[src/rtl/dbg_controller.sv]
// dbg_controller: debug command sequencer between a serial command decoder and an MCU,
// with a breakpoint table, single/N-step control and a registered paused flag.
// Latency: strobes + out_valid are combinational in the accept cycle, then held while mcu_busy=1.
// Backpressure: ctrlr_busy=1 outside IDLE; in_valid is ignored while busy or on a breakpoint hit.
// Ports: clk/rst; cmd/addr/in_valid command in; pc/mcu_busy from MCU; pause, resume, mcu_reset,
// rf_rd, rf_wr, mem_rd, mem_wr, mem_rw_byte, out_valid request strobes; ctrlr_busy, paused,
// bp_count, bp_err, bp_hit status.
module dbg_controller #(
  parameter int NUM_BP = 8,
  parameter int ADDR_W = 32,
  parameter int STEP_W = 16
) (
  input  logic                          clk,
  input  logic                          rst,
  input  logic [3:0]                    cmd,
  input  logic [ADDR_W-1:0]             addr,
  input  logic                          in_valid,
  input  logic [ADDR_W-1:0]             pc,
  input  logic                          mcu_busy,
  output logic                          pause,
  output logic                          resume,
  output logic                          mcu_reset,
  output logic                          rf_rd,
  output logic                          rf_wr,
  output logic                          mem_rd,
  output logic                          mem_wr,
  output logic                          mem_rw_byte,
  output logic                          out_valid,
  output logic                          ctrlr_busy,
  output logic                          paused,
  output logic [$clog2(NUM_BP+1)-1:0]   bp_count,
  output logic                          bp_err,
  output logic                          bp_hit
);

  localparam int CNT_W = $clog2(NUM_BP + 1);

  typedef enum logic [2:0] {
    IDLE, WAIT_PAUSE, WAIT_RESUME, WAIT_STEP, WAIT_MEM, WAIT_REG, WAIT_RESET, BREAK_HIT
  } state_t;

  state_t            state_q, state_d;
  logic              paused_q, paused_d;
  logic [STEP_W-1:0] step_q, step_d;
  logic [NUM_BP-1:0] bp_vld_q, bp_vld_d;
  logic [ADDR_W-1:0] bp_addr_q [NUM_BP];
  logic [ADDR_W-1:0] bp_addr_d [NUM_BP];
  logic [ADDR_W-1:0] last_hit_q, last_hit_d;
  logic              mask_q, mask_d;
  logic              mem_wr_q, mem_wr_d, mem_byte_q, mem_byte_d, rf_wr_q, rf_wr_d;

  logic              pc_match, addr_match, hit_c, cmd_take, placed;
  logic              pause_c, resume_c, mcu_reset_c, rf_rd_c, rf_wr_c;
  logic              mem_rd_c, mem_wr_c, byte_c, ov_c, bp_err_c;
  logic [CNT_W-1:0]  cnt_c;

  // Breakpoint compare, hit qualification and re-hit mask.
  always_comb begin
    pc_match   = 1'b0;
    addr_match = 1'b0;
    cnt_c      = '0;
    for (int i = 0; i < NUM_BP; i++) begin
      if (bp_vld_q[i] && bp_addr_q[i] == pc)   pc_match   = 1'b1;
      if (bp_vld_q[i] && bp_addr_q[i] == addr) addr_match = 1'b1;
      cnt_c = cnt_c + CNT_W'(bp_vld_q[i]);
    end
    // Pause/reset in flight or already breaking: the MCU is stopping anyway.
    hit_c = !paused_q && pc_match && !(mask_q && pc == last_hit_q) &&
            state_q != WAIT_PAUSE && state_q != BREAK_HIT && state_q != WAIT_RESET;
    cmd_take = (state_q == IDLE) && in_valid && !hit_c;
    // The mask keeps a resumed MCU sitting on the hit address from re-trapping.
    if (hit_c) begin
      mask_d     = 1'b1;
      last_hit_d = pc;
    end else begin
      mask_d     = mask_q && (pc == last_hit_q);
      last_hit_d = last_hit_q;
    end
  end

  // Breakpoint table maintenance (single-cycle commands).
  always_comb begin
    bp_vld_d  = bp_vld_q;
    bp_addr_d = bp_addr_q;
    bp_err_c  = 1'b0;
    placed    = 1'b0;
    if (cmd_take) begin
      case (cmd)
        4'h9: if (!addr_match) begin
          for (int i = 0; i < NUM_BP; i++) begin
            if (!placed && !bp_vld_q[i]) begin
              bp_vld_d[i]  = 1'b1;
              bp_addr_d[i] = addr;
              placed       = 1'b1;
            end
          end
          bp_err_c = !placed;
        end
        4'hA: begin
          for (int i = 0; i < NUM_BP; i++) begin
            if (bp_vld_q[i] && bp_addr_q[i] == addr) bp_vld_d[i] = 1'b0;
          end
          bp_err_c = !addr_match;
        end
        4'hE:    bp_vld_d = '0;
        default: ;
      endcase
    end
  end

  // Request FSM: next state and strobes.
  always_comb begin
    state_d     = state_q;
    paused_d    = paused_q;
    step_d      = step_q;
    mem_wr_d    = mem_wr_q;
    mem_byte_d  = mem_byte_q;
    rf_wr_d     = rf_wr_q;
    pause_c     = 1'b0;
    resume_c    = 1'b0;
    mcu_reset_c = 1'b0;
    rf_rd_c     = 1'b0;
    rf_wr_c     = 1'b0;
    mem_rd_c    = 1'b0;
    mem_wr_c    = 1'b0;
    byte_c      = 1'b0;
    ov_c        = 1'b0;
    case (state_q)
      IDLE: if (cmd_take) begin
        case (cmd)
          4'h1: begin pause_c = 1'b1; ov_c = 1'b1; state_d = WAIT_PAUSE; end
          4'h2: begin resume_c = 1'b1; ov_c = 1'b1; state_d = WAIT_RESUME; end
          4'h3: if (paused_q) begin
            resume_c = 1'b1;
            ov_c     = 1'b1;
            step_d   = STEP_W'(1);
            state_d  = WAIT_STEP;
          end
          4'h4: begin mcu_reset_c = 1'b1; ov_c = 1'b1; state_d = WAIT_RESET; end
          4'h6, 4'h7, 4'hB, 4'hC: begin
            mem_rd_c   = (cmd == 4'h6) || (cmd == 4'h7);
            mem_wr_c   = (cmd == 4'hB) || (cmd == 4'hC);
            byte_c     = (cmd == 4'h6) || (cmd == 4'hB);
            ov_c       = 1'b1;
            mem_wr_d   = mem_wr_c;
            mem_byte_d = byte_c;
            state_d    = WAIT_MEM;
          end
          4'h8, 4'hD: begin
            rf_rd_c = (cmd == 4'h8);
            rf_wr_c = (cmd == 4'hD);
            ov_c    = 1'b1;
            rf_wr_d = rf_wr_c;
            state_d = WAIT_REG;
          end
          4'hF: if (paused_q && addr[STEP_W-1:0] != '0) begin
            resume_c = 1'b1;
            ov_c     = 1'b1;
            step_d   = addr[STEP_W-1:0];
            state_d  = WAIT_STEP;
          end
          default: ;  // none, status and breakpoint commands finish in IDLE
        endcase
      end
      WAIT_PAUSE: begin
        pause_c = mcu_busy;
        if (!mcu_busy) begin paused_d = 1'b1; state_d = IDLE; end
      end
      WAIT_RESUME: begin
        resume_c = mcu_busy;
        if (!mcu_busy) begin paused_d = 1'b0; state_d = IDLE; end
      end
      WAIT_RESET: begin
        mcu_reset_c = mcu_busy;
        if (!mcu_busy) begin paused_d = 1'b0; state_d = IDLE; end
      end
      WAIT_MEM: begin
        mem_rd_c = mcu_busy && !mem_wr_q;
        mem_wr_c = mcu_busy && mem_wr_q;
        byte_c   = mem_byte_q;
        if (!mcu_busy) state_d = IDLE;
      end
      WAIT_REG: begin
        rf_rd_c = mcu_busy && !rf_wr_q;
        rf_wr_c = mcu_busy && rf_wr_q;
        if (!mcu_busy) state_d = IDLE;
      end
      WAIT_STEP: begin
        if (mcu_busy) begin
          resume_c = 1'b1;
        end else begin
          // One step retired: issue the next resume, or pause after the last one.
          step_d = step_q - STEP_W'(1);
          ov_c   = 1'b1;
          if (step_q == STEP_W'(1)) begin
            pause_c = 1'b1;
            state_d = WAIT_PAUSE;
          end else begin
            resume_c = 1'b1;
          end
        end
      end
      BREAK_HIT: begin pause_c = 1'b1; ov_c = 1'b1; state_d = WAIT_PAUSE; end
      default: state_d = IDLE;
    endcase
    if (hit_c) state_d = BREAK_HIT;
  end

  always_ff @(posedge clk or posedge rst) begin
    if (rst) begin
      state_q    <= IDLE;
      paused_q   <= 1'b0;
      step_q     <= '0;
      bp_vld_q   <= '0;
      last_hit_q <= '0;
      mask_q     <= 1'b0;
      mem_wr_q   <= 1'b0;
      mem_byte_q <= 1'b0;
      rf_wr_q    <= 1'b0;
      for (int i = 0; i < NUM_BP; i++) bp_addr_q[i] <= '0;
    end else begin
      state_q    <= state_d;
      paused_q   <= paused_d;
      step_q     <= step_d;
      bp_vld_q   <= bp_vld_d;
      last_hit_q <= last_hit_d;
      mask_q     <= mask_d;
      mem_wr_q   <= mem_wr_d;
      mem_byte_q <= mem_byte_d;
      rf_wr_q    <= rf_wr_d;
      for (int i = 0; i < NUM_BP; i++) bp_addr_q[i] <= bp_addr_d[i];
    end
  end

  // Combinational strobes are gated so nothing leaks out while rst is held.
  assign pause       = pause_c     & ~rst;
  assign resume      = resume_c    & ~rst;
  assign mcu_reset   = mcu_reset_c & ~rst;
  assign rf_rd       = rf_rd_c     & ~rst;
  assign rf_wr       = rf_wr_c     & ~rst;
  assign mem_rd      = mem_rd_c    & ~rst;
  assign mem_wr      = mem_wr_c    & ~rst;
  assign mem_rw_byte = byte_c      & ~rst;
  assign out_valid   = ov_c        & ~rst;
  assign bp_err      = bp_err_c    & ~rst;
  assign bp_hit      = hit_c       & ~rst;
  assign ctrlr_busy  = (state_q != IDLE) & ~rst;
  assign paused      = paused_q;
  assign bp_count    = cnt_c;

endmodule

[config.mk]
export PLATFORM = sky130hd
export DESIGN_NAME = dbg_controller
export DESIGN_NICKNAME = d
export VERILOG_FILES = /design/src/rtl/dbg_controller.sv
export SDC_FILE = /design/constraint.sdc
export NUM_CORES = 1
export LEC_CHECK = 0
export BUFFER_PORTS_ARGS = -buffer_cell sky130_fd_sc_hd__buf_2
export CORE_ASPECT_RATIO = 0.5
export CORE_MARGIN = 4
export CORE_UTILIZATION = 50
export DETAILED_ROUTE_END_ITERATION = 8
export PLACE_DENSITY = 0.74
export SETUP_SLACK_MARGIN = 0.05
export SLEW_MARGIN = 20
export SYNTH_ARGS = -nofsm -noshare
export SYNTH_HDL_FRONTEND = slang
export SYNTH_SLANG_ARGS = --single-unit
[constraint.sdc]
create_clock -name clk -period 13.9 [get_ports clk]
set_input_delay 1.39 -clock clk [delete_from_list [all_inputs] [get_ports clk]]
set_output_delay 1.39 -clock clk [all_outputs]
set_load 0.05 [all_outputs]
==> PnR_summary.wiki <==
{| class="wikitable"
! Metric !! Value
|-
| Status || finished clean
|-
| Die footprint || 44800 µm²
|-
| Startpoint of the most critical hold path || rf_wr_q
|-
| Setup Skew || approximately 0.034 ns
|-
| Distinct cells, synth || 69
|-
| Maximum cell stage delay along the critical path || approximately 0.67 ns
|-
| Kind of end point of the critical path || output port
|-
| Static power due to leakage || between 10 and 15 nW
|-
| Number of nets in the synthesized netlist || between 2000 and 2500
|-
| Count of routing violations after the opening detailed-route iteration || 1959
|-
| Count of final max-slew check failures || 0
|-
| Utilization after layout || 54.3%
|-
| Max frequency || around 0.16 GHz
|-
| Final critical path time including I/O delays and setup || about 6.3 ns
|-
| 1st-pass router iterations || 6
|-
| Syn. warnings || 0
|-
| Startpoint class of the critical path || input pin
|-
| Maximum clock insertion buffer count || 3
|-
| DP Wirelength || between 40 and 50 mm
|-
| Number of flops mapped to enable cells by yosys || 0
|-
| Hold-fix buffers at CTS || 0
|-
| CP required || 12.51 ns
|-
| Antenna diodes || 0
|-
| # port buffers || 88
|-
| Launch instance of the worst register-to-register path || bp_addr_q[240]
|-
| CTS resizes || 0
|-
| Portion of the clock cycle consumed by the worst path in the final layout || a little under half
|-
| Final GP Congestion || a little under 1
|-
| Number of rows created at floorplan || 52
|-
| Die Height || 152 µm
|-
| Number of max-cap violations || 0
|-
| Cells along the critical path || buf_2, xnor2_1, nand4_1, or4_1, or4_1, o41ai_2, o31ai_4, buf_4, and2_1, o2111a_1, buf_2
|-
| Global-route wire length before repair || ~100 mm
|-
| Unrepaired setup endpoints after global routing || no
|-
| Total CTS buffers || 31
|-
| Arrival time of data at the critical path endpoint || 4.88 ns
|-
| Top-level I/O count || 89
|-
| Category of the critical setup timing path || in2out
|-
| Cell at the root of the clock tree || sky130_fd_sc_hd__clkbuf_16
|-
| Setup crit start || pc[4]
|-
| Setup violations, final || 0
|-
| Sinks on Clock Net || 320
|-
| Met1 demand-to-capacity share in global routing || about 45%
|-
| Maximum vdd drop || around 0.18 mV
|-
| Count of non-filler cells in the finished layout || about 2500
|-
| Wire length after detailed routing || between 70 and 80 mm
|-
| Routing usage on met2 || 45.7%
|-
| Headroom to the max-slew limit || a little under a third
|-
| Hold violation total from the final report || 0
|-
| Overall routing resource usage || a little over 30%
|-
| Number of global-route vias before repair || ~15000
|-
| CTS tree || yes
|-
| Global routing usage on met3 || under 10%
|-
| Average via count per standard cell || between 6 and 7
|-
| Avg Synthesized Cell Area || approximately 11 µm²
|-
| Min-Delay Path Class || reg2reg
|-
| Remaining global-route overflow || 0
|-
| Fin Setup TNS || 0 ns
|-
| Detailed-route DRC error count || 0
|-
| Placeable core region || 40600 µm²
|-
| Number of instances in the synthesized netlist || slightly below 2000
|-
| Maximum number of pins on one net before global-route repair || 168
|-
| Post-CTS repair timing setup buffer count || 0
|-
| Layout cells sized above 1 || between 10% and 20%
|-
| Slowest-stage cell, CP || sky130_fd_sc_hd__or4_1
|-
| Number of placed instances, taps included || 2411
|-
| Post-DR wirelength/cell || roughly 29 µm
|-
| Fraction of registers with async set or reset after synthesis || between 90% and 100%
|-
| Starting density of the core || 50.9%
|-
| Antenna Violating Nets Remaining || 0
|-
| Horiz. Die Dim || a little under 300 µm
|-
| Fin nets || between 1500 and 2000
|-
| Source-to-sink clock delay at the later pin of the worst-skew pair || 0.60 ns
|-
| Transition time at the pin with the least slew margin || approximately 1.0 ns
|-
| Total via count in the routed design || 16000
|-
| PwrDens || 126 nW/µm²
|-
| Clock transition at the registers of the reported paths || 0.07 ns
|-
| Synthesized flop and latch total || between 300 and 400
|-
| Area growth from synthesis to layout || 6.76%
|-
| Sequential cell area fraction in the yosys report || between 30% and 40%
|-
| Most heavily used metal layer in global routing || met2
|-
| Top flip-flop cell by instance count after synthesis || sky130_fd_sc_hd__dfrtp_1
|-
| Area of the mapped netlist || approximately 21000 µm²
|-
| Antenna violations before repair || 3
|-
| H-tree depth || 1
|-
| Largest fanout on the critical path || 61
|}
area by class of cell:
| type | instances | area [µm²] |
|---|---|---|
| clock buffer | 32 | 790 |
| clock inverter | 25 | 263 |
| fill | 3555 | 18500 |
| inverter | 20 | 82.6 |
| multi-input combinational | 1435 | 11700 |
| sequential | 320 | 8010 |
| tap | 540 | 676 |
| timing repair buffer | 96 | 513 |
worst max-delay path: cells and delay by family:
family | cells | cell delay (ns)
AND/OR/NAND/NOR | 4 | 1.68
buffers and inverters | 3 | 1.11
AO/OA/AOI/OAI | 3 | 0.44
XOR/XNOR | 1 | 0.22
routing by layer:
layer	wire length (µm)	share of wire (%)
met3	9030	13
met1	29500	42
met4	2880	4.1
met5	10	0.014
met2	29000	41
state kept, by name, summed over array words and instances (netlist names):
name and flops:
bp_addr_q 256, last_hit_q 32, step_q 16, bp_vld_q 8, state_q 3, mask_q 1, mem_byte_q 1, mem_wr_q 1
paused 1, rf_wr_q 1
synth_stat cells (7+ instances only):
cell | number | area [µm²]
sky130_fd_sc_hd__dfrtp_1 | 320 | 8010
sky130_fd_sc_hd__xnor2_1 | 290 | 2540
sky130_fd_sc_hd__xor2_1 | 254 | 2220
sky130_fd_sc_hd__mux2_2 | 168 | 1890
sky130_fd_sc_hd__mux2_1 | 119 | 1340
sky130_fd_sc_hd__nand4_1 | 113 | 707
sky130_fd_sc_hd__nor4_1 | 106 | 663
sky130_fd_sc_hd__buf_2 | 91 | 455
sky130_fd_sc_hd__nor2_1 | 59 | 221
sky130_fd_sc_hd__o21ai_0 | 49 | 245
sky130_fd_sc_hd__nand2_1 | 36 | 135
sky130_fd_sc_hd__nand3_1 | 35 | 175
sky130_fd_sc_hd__a21oi_1 | 30 | 150
sky130_fd_sc_hd__nor3_1 | 29 | 145
sky130_fd_sc_hd__clkbuf_1 | 23 | 86.3
sky130_fd_sc_hd__inv_1 | 20 | 75.1
sky130_fd_sc_hd__buf_4 | 19 | 143
sky130_fd_sc_hd__and2_1 | 11 | 68.8
sky130_fd_sc_hd__nor2b_1 | 10 | 62.6
sky130_fd_sc_hd__a22oi_1 | 9 | 67.6
sky130_fd_sc_hd__or4_1 | 9 | 67.6
sky130_fd_sc_hd__buf_6 | 8 | 90.1
sky130_fd_sc_hd__ha_1 | 7 | 87.6
sky130_fd_sc_hd__or3_1 | 7 | 43.8
report_power, final:
group          internal, mW  leakage [nW]  switching (mW)  total, mW
registers              1.01          4.41           0.128       1.14
logic                 0.265          5.08           0.473      0.738
clock network         0.492         0.519           0.405      0.897
total                  1.77          10.0            1.01       2.78
path summary, 6_finish.rpt:
path	cells after the start	endpoint	slack, ns
min in group asynchronous	2	paused	0.94
worst max register to register	9	bp_addr_q[250]	9.77
max in group asynchronous	3	bp_addr_q[235]	11.47
worst min-delay path	1	rf_wr_q	0.51
worst min register to register	1	rf_wr_q	0.51
worst max-delay path	11	bp_err	7.63
stage by stage:
| stage | power [mW] | setup WS, ns | instance area (µm²) | hold WS [ns] |
|---|---|---|---|---|
| floorplan | 1.66 | 3.20 | 20700 | 0.463 |
| global placement | 1.86 | 7.65 | 21000 | 0.479 |
| detailed placement | 1.87 | 7.70 | 21000 | 0.492 |
| CTS | 2.76 | 7.70 | 22100 | 0.507 |
| global route | 2.88 | 7.56 | 22100 | 0.528 |
| finish | 2.78 | 7.63 | 22100 | 0.507 |
cells by family (layout without fill, tap and decap cells):
kind of cell,Yosys count,in the layout,share of synthesized area (%)
compound gates,132,132,4.15
xor+xnor,545,545,23.1
fa+ha+maj,11,11,0.811
mux,287,287,15.6
simple gates,460,460,13.0
buf+inv,167,173,4.55
flops,320,320,38.8
cells in the final DEF, fill, tap and decap left out, types with 31 or more instances in the layout:
cell type                   Yosys  layout
sky130_fd_sc_hd__buf_2         91      88
sky130_fd_sc_hd__clkbuf_16      0      31
sky130_fd_sc_hd__dfrtp_1      320     320
sky130_fd_sc_hd__mux2_1       119     119
sky130_fd_sc_hd__mux2_2       168     168
sky130_fd_sc_hd__nand2_1       36      36
sky130_fd_sc_hd__nand3_1       35      35
sky130_fd_sc_hd__nand4_1      113     113
sky130_fd_sc_hd__nor2_1        59      59
sky130_fd_sc_hd__nor4_1       106     106
sky130_fd_sc_hd__o21ai_0       49      48
sky130_fd_sc_hd__xnor2_1      290     290
sky130_fd_sc_hd__xor2_1       254     254
Power figures use the tool's default switching activity.
